[src/rtl/lcd_bus_arbiter.sv]
// Two-requester round-robin arbiter for an HD44780-style LCD bus, generating setup/EN/hold timing.
// Optional bus lock per requester is enabled by defining LCD_ARB_LOCK_EN.
module lcd_bus_arbiter #(
  parameter int unsigned T_SETUP = 2,
  parameter int unsigned T_PULSE = 25,
  parameter int unsigned T_CMD   = 50_000,
  parameter int unsigned T_LONG  = 100_000
) (
  input  logic       clk,
  input  logic       rst_n,
  input  logic       req0_valid,
  input  logic       req0_rs,
  input  logic [7:0] req0_data,
  output logic       req0_ready,
`ifdef LCD_ARB_LOCK_EN
  input  logic       req0_lock,
`endif
  input  logic       req1_valid,
  input  logic       req1_rs,
  input  logic [7:0] req1_data,
  output logic       req1_ready,
`ifdef LCD_ARB_LOCK_EN
  input  logic       req1_lock,
`endif
  output logic       lcd_en,
  output logic       lcd_rs,
  output logic       lcd_rw,
  output logic [7:0] lcd_data,
  output logic       busy,
  output logic       grant_id
);

  localparam logic [1:0] S_IDLE  = 2'd0;
  localparam logic [1:0] S_SETUP = 2'd1;
  localparam logic [1:0] S_PULSE = 2'd2;
  localparam logic [1:0] S_HOLD  = 2'd3;

  localparam int unsigned T_MAX = (T_CMD > T_LONG) ? T_CMD : T_LONG;
  localparam int unsigned CW    = $clog2(T_MAX + 1);

  localparam logic [CW-1:0] SETUP_END = CW'(T_SETUP - 1);
  localparam logic [CW-1:0] PULSE_END = CW'(T_PULSE - 1);
  localparam logic [CW-1:0] CMD_END   = CW'(T_CMD - 1);
  localparam logic [CW-1:0] LONG_END  = CW'(T_LONG - 1);

  logic [1:0]    state_q, state_d;
  logic [CW-1:0] cnt_q, cnt_d;
  logic          en_q, busy_q;
  logic          rs_q, gid_q, long_q, last_q;
  logic [7:0]    data_q;

  logic          elig0_s, elig1_s, win_s, accept_s, win_rs_s, long_cmd_s;
  logic [7:0]    win_data_s;
  logic [CW-1:0] hold_end_s;

`ifdef LCD_ARB_LOCK_EN
  logic lock_q;

  // While locked, only the owner of the last transfer may be granted.
  always_comb begin
    elig0_s = req0_valid & ~(lock_q & gid_q);
    elig1_s = req1_valid & ~(lock_q & ~gid_q);
  end

  always_ff @(posedge clk or negedge rst_n) begin
    if (!rst_n) begin
      lock_q <= 1'b0;
    end else if (accept_s) begin
      lock_q <= win_s ? req1_lock : req0_lock;
    end else begin
      lock_q <= lock_q;
    end
  end
`else
  always_comb begin
    elig0_s = req0_valid;
    elig1_s = req1_valid;
  end
`endif

  // With both eligible, the requester not granted last wins.
  always_comb begin
    win_s      = (elig0_s & elig1_s) ? ~last_q : elig1_s;
    accept_s   = (state_q == S_IDLE) & (elig0_s | elig1_s);
    req0_ready = accept_s & ~win_s;
    req1_ready = accept_s & win_s;
    win_rs_s   = win_s ? req1_rs : req0_rs;
    win_data_s = win_s ? req1_data : req0_data;
    long_cmd_s = ~win_rs_s & ((win_data_s == 8'h01) | (win_data_s == 8'h02) |
                              (win_data_s == 8'h03));
    hold_end_s = long_q ? LONG_END : CMD_END;
  end

  always_comb begin
    state_d = state_q;
    cnt_d   = cnt_q + CW'(1);
    case (state_q)
      S_IDLE: begin
        cnt_d = '0;
        if (accept_s) state_d = S_SETUP;
        else          state_d = S_IDLE;
      end
      S_SETUP: begin
        if (cnt_q == SETUP_END) begin
          state_d = S_PULSE;
          cnt_d   = '0;
        end else begin
          state_d = S_SETUP;
        end
      end
      S_PULSE: begin
        if (cnt_q == PULSE_END) begin
          state_d = S_HOLD;
          cnt_d   = '0;
        end else begin
          state_d = S_PULSE;
        end
      end
      S_HOLD: begin
        if (cnt_q == hold_end_s) begin
          state_d = S_IDLE;
          cnt_d   = '0;
        end else begin
          state_d = S_HOLD;
        end
      end
      default: begin
        state_d = S_IDLE;
        cnt_d   = '0;
      end
    endcase
  end

  // EN and busy are registered from the next state so they line up with the state register.
  always_ff @(posedge clk or negedge rst_n) begin
    if (!rst_n) begin
      state_q <= S_IDLE;
      cnt_q   <= '0;
      en_q    <= 1'b0;
      busy_q  <= 1'b0;
    end else begin
      state_q <= state_d;
      cnt_q   <= cnt_d;
      en_q    <= (state_d == S_PULSE);
      busy_q  <= (state_d != S_IDLE);
    end
  end

  always_ff @(posedge clk or negedge rst_n) begin
    if (!rst_n) begin
      rs_q   <= 1'b0;
      data_q <= 8'h00;
      gid_q  <= 1'b0;
      long_q <= 1'b0;
      last_q <= 1'b1;
    end else if (accept_s) begin
      rs_q   <= win_rs_s;
      data_q <= win_data_s;
      gid_q  <= win_s;
      long_q <= long_cmd_s;
      last_q <= win_s;
    end else begin
      rs_q   <= rs_q;
      data_q <= data_q;
      gid_q  <= gid_q;
      long_q <= long_q;
      last_q <= last_q;
    end
  end

  assign lcd_en   = en_q;
  assign lcd_rs   = rs_q;
  assign lcd_rw   = 1'b0;
  assign lcd_data = data_q;
  assign busy     = busy_q;
  assign grant_id = gid_q;

endmodule

[config.mk]
export PLATFORM = sky130hd
export DESIGN_NAME = lcd_bus_arbiter
export DESIGN_NICKNAME = d
export VERILOG_FILES = /design/src/rtl/lcd_bus_arbiter.sv
export SDC_FILE = /design/constraint.sdc
export NUM_CORES = 1
export LEC_CHECK = 0
export CORE_MARGIN = 4
export CORE_UTILIZATION = 46
export CTS_CLUSTER_DIAMETER = 100
export DETAILED_ROUTE_END_ITERATION = 16
export PLACE_DENSITY = 0.75
export SYNTH_ARGS = -nofsm -noshare
export SYNTH_HDL_FRONTEND = slang
export SYNTH_SLANG_ARGS = --single-unit
export TNS_END_PERCENT = 20
[constraint.sdc]
create_clock -name clk -period 2 [get_ports clk]
set_input_delay 0.4 -clock clk [delete_from_list [all_inputs] [get_ports clk]]
set_output_delay 0.4 -clock clk [all_outputs]
set_load 0.02 [all_outputs]
### Yosys cells after proc, flatten, opt, wreduce, memory -nomap -nowiden

Index checks and enable logic that the tools add are counted.

* bits in registers: 33
* output and inout port bits: 15
* word-level logic and storage cells: 46

* add/sub/neg operators: 1
* equality and inequality tests: 10
* muxes and demuxes: 13
* bitwise gates (word level): 11
* reduce and logical (&&, ||, !) cells: 2

Operators by type and width (count)
* $mux W17: 4
* $pmux W17 S4: 1
* $add A17 B1 Y17 const B: 1
* $eq A17 B1 Y1 const B: 1
* $eq A17 B17 Y1: 1
* $eq A17 B5 Y1 const B: 1
* $eq A8 B2 Y1 const B: 2
* $eq A8 B1 Y1 const B: 1
* $mux W8: 1
* $pmux W2 S4: 1
* $eq A2 B2 Y1 const B: 3
* $and A1 B1 Y1: 5
* $mux W1: 4
* $mux W2: 2
* $not A1 Y1: 3
* $or A1 B1 Y1: 3
* $eq A2 B1 Y1 const B: 1
* $logic_not A2 Y1: 1
* $reduce_bool A2 Y1: 1

### Longest topological paths before layout

* depth after elaboration: 7
* depth in mapped cells: 7
* mapped depth without buffers: 6

### Least setup slack after synthesis

No wires, ideal clock.

* path kind: register to register
* from: reg cnt_q[4]
* to: reg cnt_q[5]
* library setup time: 145 ps
* data arrival time: 1901 ps
* required time: 1855 ps
* path slack: -46 ps
* cell stages (with the launch flop): 7
* cells stage by stage: dfrtp_1 > buf_6 > or4b_1 > o31a_1 > o311ai_4 > buf_6 > a31oi_1

* longest elaborated chain between the ends: 3
* elaborated cells on any way between the ends: 8

RTL lines
* start, declared: line 47 `logic [CW-1:0] cnt_q, cnt_d;`
* start signal, assigned: line 143 `cnt_q <= cnt_d;`
* $add A17 B1 Y17, or another cell as far along: line 96 `cnt_d = cnt_q + CW'(1);`
* $mux W17, on equally long branches: line 120, 104, 112
* $pmux W17 S4 (*): line 97 `case (state_q)`
* named net cnt_d[5]: line 47

Mark *: on every way through the listed nets, which the timed path passes. The rest lies on a longest branch.
A chain may end at the register's enable or synchronous reset.

### Worst setup path after layout

* from: in req1_valid
* to: out req1_ready

* longest elaborated chain between the ends: 3
* elaborated cells on any way between the ends: 5

RTL lines
* start, declared: line 18 `input logic req1_valid,`
* $or A1 B1 Y1 or $and A1 B1 Y1 (tied branches): line 84, 83
* $and A1 B1 Y1 or $mux W1 (tied branches): line 84, 83
* $and A1 B1 Y1 (*): line 86 `req1_ready = accept_s & win_s;`
* end, declared: line 21 `output logic req1_ready,`

Every way passes the cells marked *; elsewhere a longest branch is shown, timed or not.

==> results by group <==
Global route
  • Vias in the first global route: 1635
  • First-pass GRT wire length: 7.238 mm
  • Gr ovfl total: 0
  • Number of antenna violations at the first check in global routing: 0
  • GRT Util Overall: 0.1812
  • Maximum number of pins on one net before global-route repair: 34

Timing
  • Final Max Slew Viols: 0
  • Minimum period implied by the final worst setup slack: 1939 ps
  • Unrepaired setup endpoints after global routing: yes
  • Achievable clock frequency: 515.9 MHz
  • Setup-violating endpoint count in the final report: 0
  • Hold Vio Cnt, Final: 0
  • Tightest Pin Transition: 524.2 ps
  • Total negative slack for setup checks: 0 ps
  • Largest clock skew in the final design: 5.324 ps
  • Max transition margin: 0.6459
  • Final critical-path share of the clock period: 0.9693

Cells and area
  • Proportion of layout cells with a drive suffix above 1: 0.1356
  • Inserted Diodes: 0
  • Sequential standard cell area: 829.5 sq um
  • Multi-input gate area: 918.4 sq um
  • Final Util: 0.6467
  • Number of filler instances in the final layout: 326
  • Layout Nets: 260
  • Area grow syn2layout: 33.08%

Job
  • Number of max-capacitance violations reported: 0

Logic synthesis
  • Commonest register cell after synthesis: sky130_fd_sc_hd__dfrtp_1
  • Cells after Synth: 186
  • Share of synthesized flip-flops with an asynchronous set or reset: 1.000
  • Number of distinct library cell variants in the gate-level netlist after synthesis: 44
  • Cell area after synthesis: 1819 sq um
  • Cell type contributing the most total cell area after synthesis: sky130_fd_sc_hd__dfrtp_1
  • Mean instance size in the synthesized netlist: 9.781 sq um
  • Yosys warns: 0
  • Number of nets produced by synthesis: 211
  • Register bit total from synthesis: 33
  • Area share of the largest cell type after synthesis: 0.4402
  • Number of enable flip-flop cells after synthesis: 0
  • Top area cells in the synthesized netlist: sky130_fd_sc_hd__dfrtp_1 (44%), sky130_fd_sc_hd__a31oi_1 (5.2%), sky130_fd_sc_hd__mux2i_1 (5.0%), sky130_fd_sc_hd__o21ai_0 (3.9%), sky130_fd_sc_hd__xnor2_1 (3.9%)
  • Sequential cell area fraction in the yosys report: 0.4546

Worst setup path
  • Crit. End Element: primary output
  • Terminus of the critical flop-to-flop path: cnt_q[12]$_DFF_PN0_
  • Data required time at the worst endpoint: 1600 ps
  • Critical path peak fanout: 3
  • Worst Setup Path Type: in2out
  • Slowest stage cell, crit path: sky130_fd_sc_hd__clkdlybuf4s50_1
  • Worst-case reg-to-reg path depth: 5
  • WP buf/inv: 2
  • Worst setup slack for register-to-register paths: 90 ps
  • Type of origin of the critical path: input port
  • Crit path DAT: 1540 ps
  • Cell family contributing the most delay on the critical path: buffers and inverters
  • CP cell instances: clkdlybuf4s50_1 -> a21boi_2 -> and2_1 -> clkdlybuf4s15_1
  • Launch instance of the worst register-to-register path: cnt_q[5]$_DFF_PN0_
  • Max stage delay on crit path: 480 ps

Clock network
  • Clock tree from TritonCTS: done
  • Clock slew seen by the registers of the worst setup and hold paths: 60 ps
  • Largest buffer count on any clock path: 2
  • Count of clock tree sinks: 33
  • Count of H-tree levels built during CTS: 2
  • PostCTS Resize Cnt: 3
  • Post-CTS setup buffer count: 0
  • CTS Root Buffer Type: sky130_fd_sc_hd__clkbuf_8
  • Cts bufs inserted: 5
  • Latest clock arrival within the worst-skew pair: 280 ps
  • Hold bufs inserted after CTS: 0

Floorplanning
  • Width of the die: 70.89 um
  • Total number of placement rows: 22
  • Core box area: 3744 sq um
  • Die Span Y: 70.89 um
  • Total I/O pin count: 37
  • Effective utilization at floorplan: 0.4860
  • Die ar.: 5025 sq um

Status
  • Outcome: completed

Detailed routing
  • Final routed wire length divided by cell count: 15.13 um
  • Antenna viol nets, final: 0
  • Drc violations: 0
  • Number of search-and-repair iterations in the first detailed-routing pass: 5
  • Initial drt markers: 148
  • Vias per inst: 5.627
  • Wirelength, routed: 4.296 mm
  • Via count: 1598

Place
  • Final HPWL from detailed placement: 3.155 mm
  • Count of input and output buffers: 35
  • RD Place Congestion: 0.8533

Power
  • Leak pwr: 0.9965 nW
  • Maximum VDD drop: 0.3293 mV
  • Power per standard cell area: 521.6 nW/um^2

Hold path
  • Endpoint of the worst hold-timing path: lcd_data[6]$_DFFE_PN0P_
  • Worst Hold Depth: 2
  • Tightest Hold Check Type: reg2reg
  • Critical hold path startpoint: lcd_data[6]$_DFFE_PN0P_
final cells by class:
class / instances / share of cell area
inverters: 8 / 0.01240
repair buffers: 53 / 0.2036
flip-flops and latches: 33 / 0.3426
clock buffers: 8 / 0.03721
well taps: 48 / 0.02481
multi-input cells: 134 / 0.3793
state kept, by name (all words and copies together), names as in the netlist:
signal and cells:
cnt_q 17, state_q 2, last_q 1, lcd_rs 1
busy 1, lcd_en 1, long_q 1, lcd_data 8
grant_id 1
cells in the mapped netlist (2+ instances only):
cell / number
sky130_fd_sc_hd__clkbuf_1: 7
sky130_fd_sc_hd__a31oi_1: 15
sky130_fd_sc_hd__nor2_1: 6
sky130_fd_sc_hd__nor4_1: 7
sky130_fd_sc_hd__o21ai_1: 2
sky130_fd_sc_hd__dfrtp_1: 32
sky130_fd_sc_hd__o21ai_0: 14
sky130_fd_sc_hd__and3_1: 3
sky130_fd_sc_hd__xor2_1: 4
sky130_fd_sc_hd__a21o_1: 2
sky130_fd_sc_hd__nand4_1: 9
sky130_fd_sc_hd__xnor2_1: 8
sky130_fd_sc_hd__nor3_1: 7
sky130_fd_sc_hd__mux2i_1: 9
sky130_fd_sc_hd__or3_1: 2
sky130_fd_sc_hd__inv_1: 8
sky130_fd_sc_hd__a32oi_1: 3
sky130_fd_sc_hd__buf_6: 2
sky130_fd_sc_hd__nand3_1: 3
sky130_fd_sc_hd__and2_1: 2
sky130_fd_sc_hd__nand2_1: 15
sky130_fd_sc_hd__ha_1: 3
sky130_fd_sc_hd__o31ai_1: 2
worst register-to-register path: cells and delay by family, from the launching register on:
family                 cells  cell delay, ps
AOI/OAI and AO/OA          3             700
buffers and inverters      1             180
DFF                        1             440
and+or+nand+nor            1             470
metrics by stage:
step	cells	power (mW)	setup WS, ps	instance area (sq um)	hold slack (ps)
global placement	276	0.7659	-248.1	2303	460.6
detailed placement	276	0.7659	-276.7	2303	469.2
floorplan	186	0.7008	19.79	1819	104.4
CTS	284	1.277	10.89	2392	483.6
global route	284	1.317	-10.51	2421	493.5
finish	284	1.263	61.47	2421	477.7
placed cells by master, fill, tap and decap left out, types with 3 or more instances in the layout:
master / count
sky130_fd_sc_hd__a31oi_1: 15
sky130_fd_sc_hd__and3_1: 3
sky130_fd_sc_hd__buf_4: 16
sky130_fd_sc_hd__clkbuf_8: 6
sky130_fd_sc_hd__clkdlybuf4s50_1: 33
sky130_fd_sc_hd__dfrtp_1: 30
sky130_fd_sc_hd__ha_1: 3
sky130_fd_sc_hd__inv_1: 8
sky130_fd_sc_hd__mux2i_1: 9
sky130_fd_sc_hd__nand2_1: 15
sky130_fd_sc_hd__nand3_1: 3
sky130_fd_sc_hd__nand4_1: 9
sky130_fd_sc_hd__nor2_1: 6
sky130_fd_sc_hd__nor3_1: 7
sky130_fd_sc_hd__nor4_1: 6
sky130_fd_sc_hd__o21ai_0: 13
sky130_fd_sc_hd__o21ai_1: 3
sky130_fd_sc_hd__xnor2_1: 8
sky130_fd_sc_hd__xor2_1: 4
report_power, final:
| part | switching [mW] | total (mW) | internal (mW) | leakage (nW) |
|---|---|---|---|---|
| combinational | 0.0350 | 0.0850 | 0.0500 | 0.527 |
| sequential | 0 | 0.668 | 0.668 | 0.424 |
| clock | 0.230 | 0.510 | 0.280 | 0.0455 |
logic make-up after synthesis:
group	after synthesis	share of synthesized area
fa+ha+maj	3	0.02063
compound gates	48	0.1823
flops	33	0.4546
xor+xnor	12	0.05777
other cells	1	0.002061
simple gates	61	0.1829
mux	9	0.04952
buf+inv	19	0.05021
metal layers:
layer	part of all wire	GRT usage
met5	0	0
met4	0.027	0.07098
met3	0.078	0.06392
met2	0.47	0.2945
met1	0.42	0.2201
worst max-delay path by stage:
stage	startpoint	to	slack [ps]	cells after the start
after global placement	req1_valid	req1_ready	-250	4
after global routing	cnt_q[5]$_DFF_PN0_	cnt_q[12]$_DFF_PN0_	-10	5
after floorplan	cnt_q[4]$_DFF_PN0_	cnt_q[5]$_DFF_PN0_	20	6
final	req1_valid	req1_ready	60	4
after detailed placement	req1_valid	req1_ready	-280	4
after CTS	cnt_q[8]$_DFF_PN0_	cnt_q[16]$_DFF_PN0_	10	5
(Power assumes the default switching activity.)
==> edit (same flow settings) <==
Change the parameter `T_LONG` from 100_000 to 400_000.
--- a/src/rtl/lcd_bus_arbiter.sv
+++ b/src/rtl/lcd_bus_arbiter.sv
@@ -4,7 +4,7 @@
   parameter int unsigned T_SETUP = 2,
   parameter int unsigned T_PULSE = 25,
   parameter int unsigned T_CMD   = 50_000,
-  parameter int unsigned T_LONG  = 100_000
+  parameter int unsigned T_LONG  = 400_000
 ) (
   input  logic       clk,
   input  logic       rst_n,
Check against the original RTL: no difference found for any inputs over 10 cycles, from zero or initial values and one cycle with rst_n low; that may be too few to reach the edited logic, so the function may still have changed.
==> edit against the unedited design <==
- setup slack got worse by 0.11 ns
- register-to-register slack got worse by 0.14 ns
- fmax shrank 5.3%
- clock power up 2%
- power is 4.0% higher
- critical path depth increased by 2
- critical path type is now reg -> reg
- the flow now finishes with violations (setup timing)
- sequential cell count increased by 2
- count of clock-buffer cells in the layout decreased by 1
- global-route usage grew 2.5 points
- wire length is 16% higher
- final area grew 14%
- synthesized area increased by 9.3%
- cell count increased by 12%
==> edit: results (changes against the unedited design) <==
Crit path max fanout = 19 (+16)
Register area share after synthesis = 44.12% (-1.3 points)
DR vias = 1,863 (+17%)
Initial DRC Count = 195 (+32%)
Post-CTS resize count = 3 (unchanged)
CP max stage delay = 0.53 ns (+0.05 ns)
Synth cell count leaders = 34 x dfrtp_1, 18 x nand2_1, 14 x a31oi_1
WL met2 = 2.408 mm (+19%)
Clk_lat worst skew = 0.29 ns
Max reg flops = 19 (+2)
Complex-gate fraction of the synthesized area = 18.82% (+0.59 points)
Finish-stage setup viols = 20 (+20)
DP HPWL = 3.609 mm (+14%)
Total track usage = 20.64% (+2.5 points)
Violated checks = setup timing
GR Util met1 = 28.84% (+6.8 points)
1st-pass router iterations = 4 (-1)
Worst setup margin = -0.04721 ns (-0.1087 ns)
Netlist cell types = 46 (+4.5%)
Crit path DAT = 2.21 ns (+0.67 ns)
Met3 GRT Util = 3.283% (-3.1 points)
Syn_nets = 228 (+8.1%)
First-pass GRT wire length = 8.645 mm (+19%)
Layout cells sized above 1 = 20.45% (+6.9 points)
Slowest cell on crit path = or4_4
Area share of fa/ha/maj cells after synthesis = 1.888% (-0.18 points)
M2 GR Usage = 31.40% (+1.9 points)
Routed length per instance = 15.57 um (+3.0%)
Status = complete, but fails checks
Post-synthesis mux area share = 4.028% (-0.92 points)
H-tree levels = 2 (unchanged)
Largest net degree at the start of global routing = 36 (+5.9%)
Worst-case vdd ir drop = 0.0002978 V (-9.6%)
DRT met1 WL = 2.250 mm (+24%)
Leakage power = 1.220 nW (+22%)
Vias in the first global route = 1,804 (+10%)
XOR/XNOR Fraction of Synth Area = 5.727% (-0.050 points)
Ranking of synthesized cells by area = dfrtp_1 43%, a31oi_1 4.4%, mux2i_1 4.0%
CP top delay family = simple AND/OR/NAND/NOR gates
Setup Total Neg Slack = -0.5100 ns (-0.5100 ns)
Final Skew = 0.01168 ns (+0.006355 ns)
Area post-placement = 2654 sq um (+15%)
Routability Congestion = 0.8382 (-1.8%)
Max Buffers Root-to-Sink = 2 (unchanged)
Nets = 293 (+13%)
edit: cell types whose count changed after synthesis, sizes merged, moves of 4 or more:
cell,change
nand4,-4
nand3,+8
or4,+5
nor3,-4
edit: area by class of cell:
cell class              instances  area (sq um)
flip-flops and latches         35         877.1
repair buffers                 69         640.6
clock inverters                 1         5.005
multi-input cells             148          1064
clock buffers                   7         86.33
fillers                       332          1318
inverters                       9         33.78
well taps                      50         62.56
edit: final timing paths:
| check | start | end | cells past startpoint |
|---|---|---|---|
| worst max-delay path | cnt_q[12] | cnt_q[18] | 6 |
| worst min-delay path | grant_id | grant_id | 1 |
| worst max register to register | cnt_q[12] | cnt_q[18] | 6 |
| worst min register to register | grant_id | grant_id | 1 |
| max in group asynchronous | rst_n | last_q | 2 |
| min in group asynchronous | rst_n | cnt_q[2] | 2 |
edit: report_power, final:
part	switching (mW)	leakage, nW	internal, mW
Clock	0.245	0.0482	0.278
Combinational	0.0349	0.722	0.0489
Sequential	0	0.450	0.708
Total	0.279	1.22	1.03
edit: stage by stage:
stage          hold WS (ns)  worst slack, ns  total power [mW]  std cells
2_1_floorplan        0.1044        -0.004473            0.7414        203
3_3_place_gp         0.4586          -0.2073            0.8052        311
3_5_place_dp         0.4718          -0.2372            0.8062        311
4_1_cts              0.4828         -0.02721             1.331        319
5_1_grt              0.5151          -0.1077             1.368        319
6_report             0.4777         -0.04721             1.314        319
edit: cells by family after synthesis:
kind of cell / after synthesis
xor gates and xnor gates: 13
buffers and inverters: 20
and+or+nand+nor: 71
AOI/OAI and AO/OA: 52
muxes: 8
other: 1
adders and majority gates: 3
DFF: 35
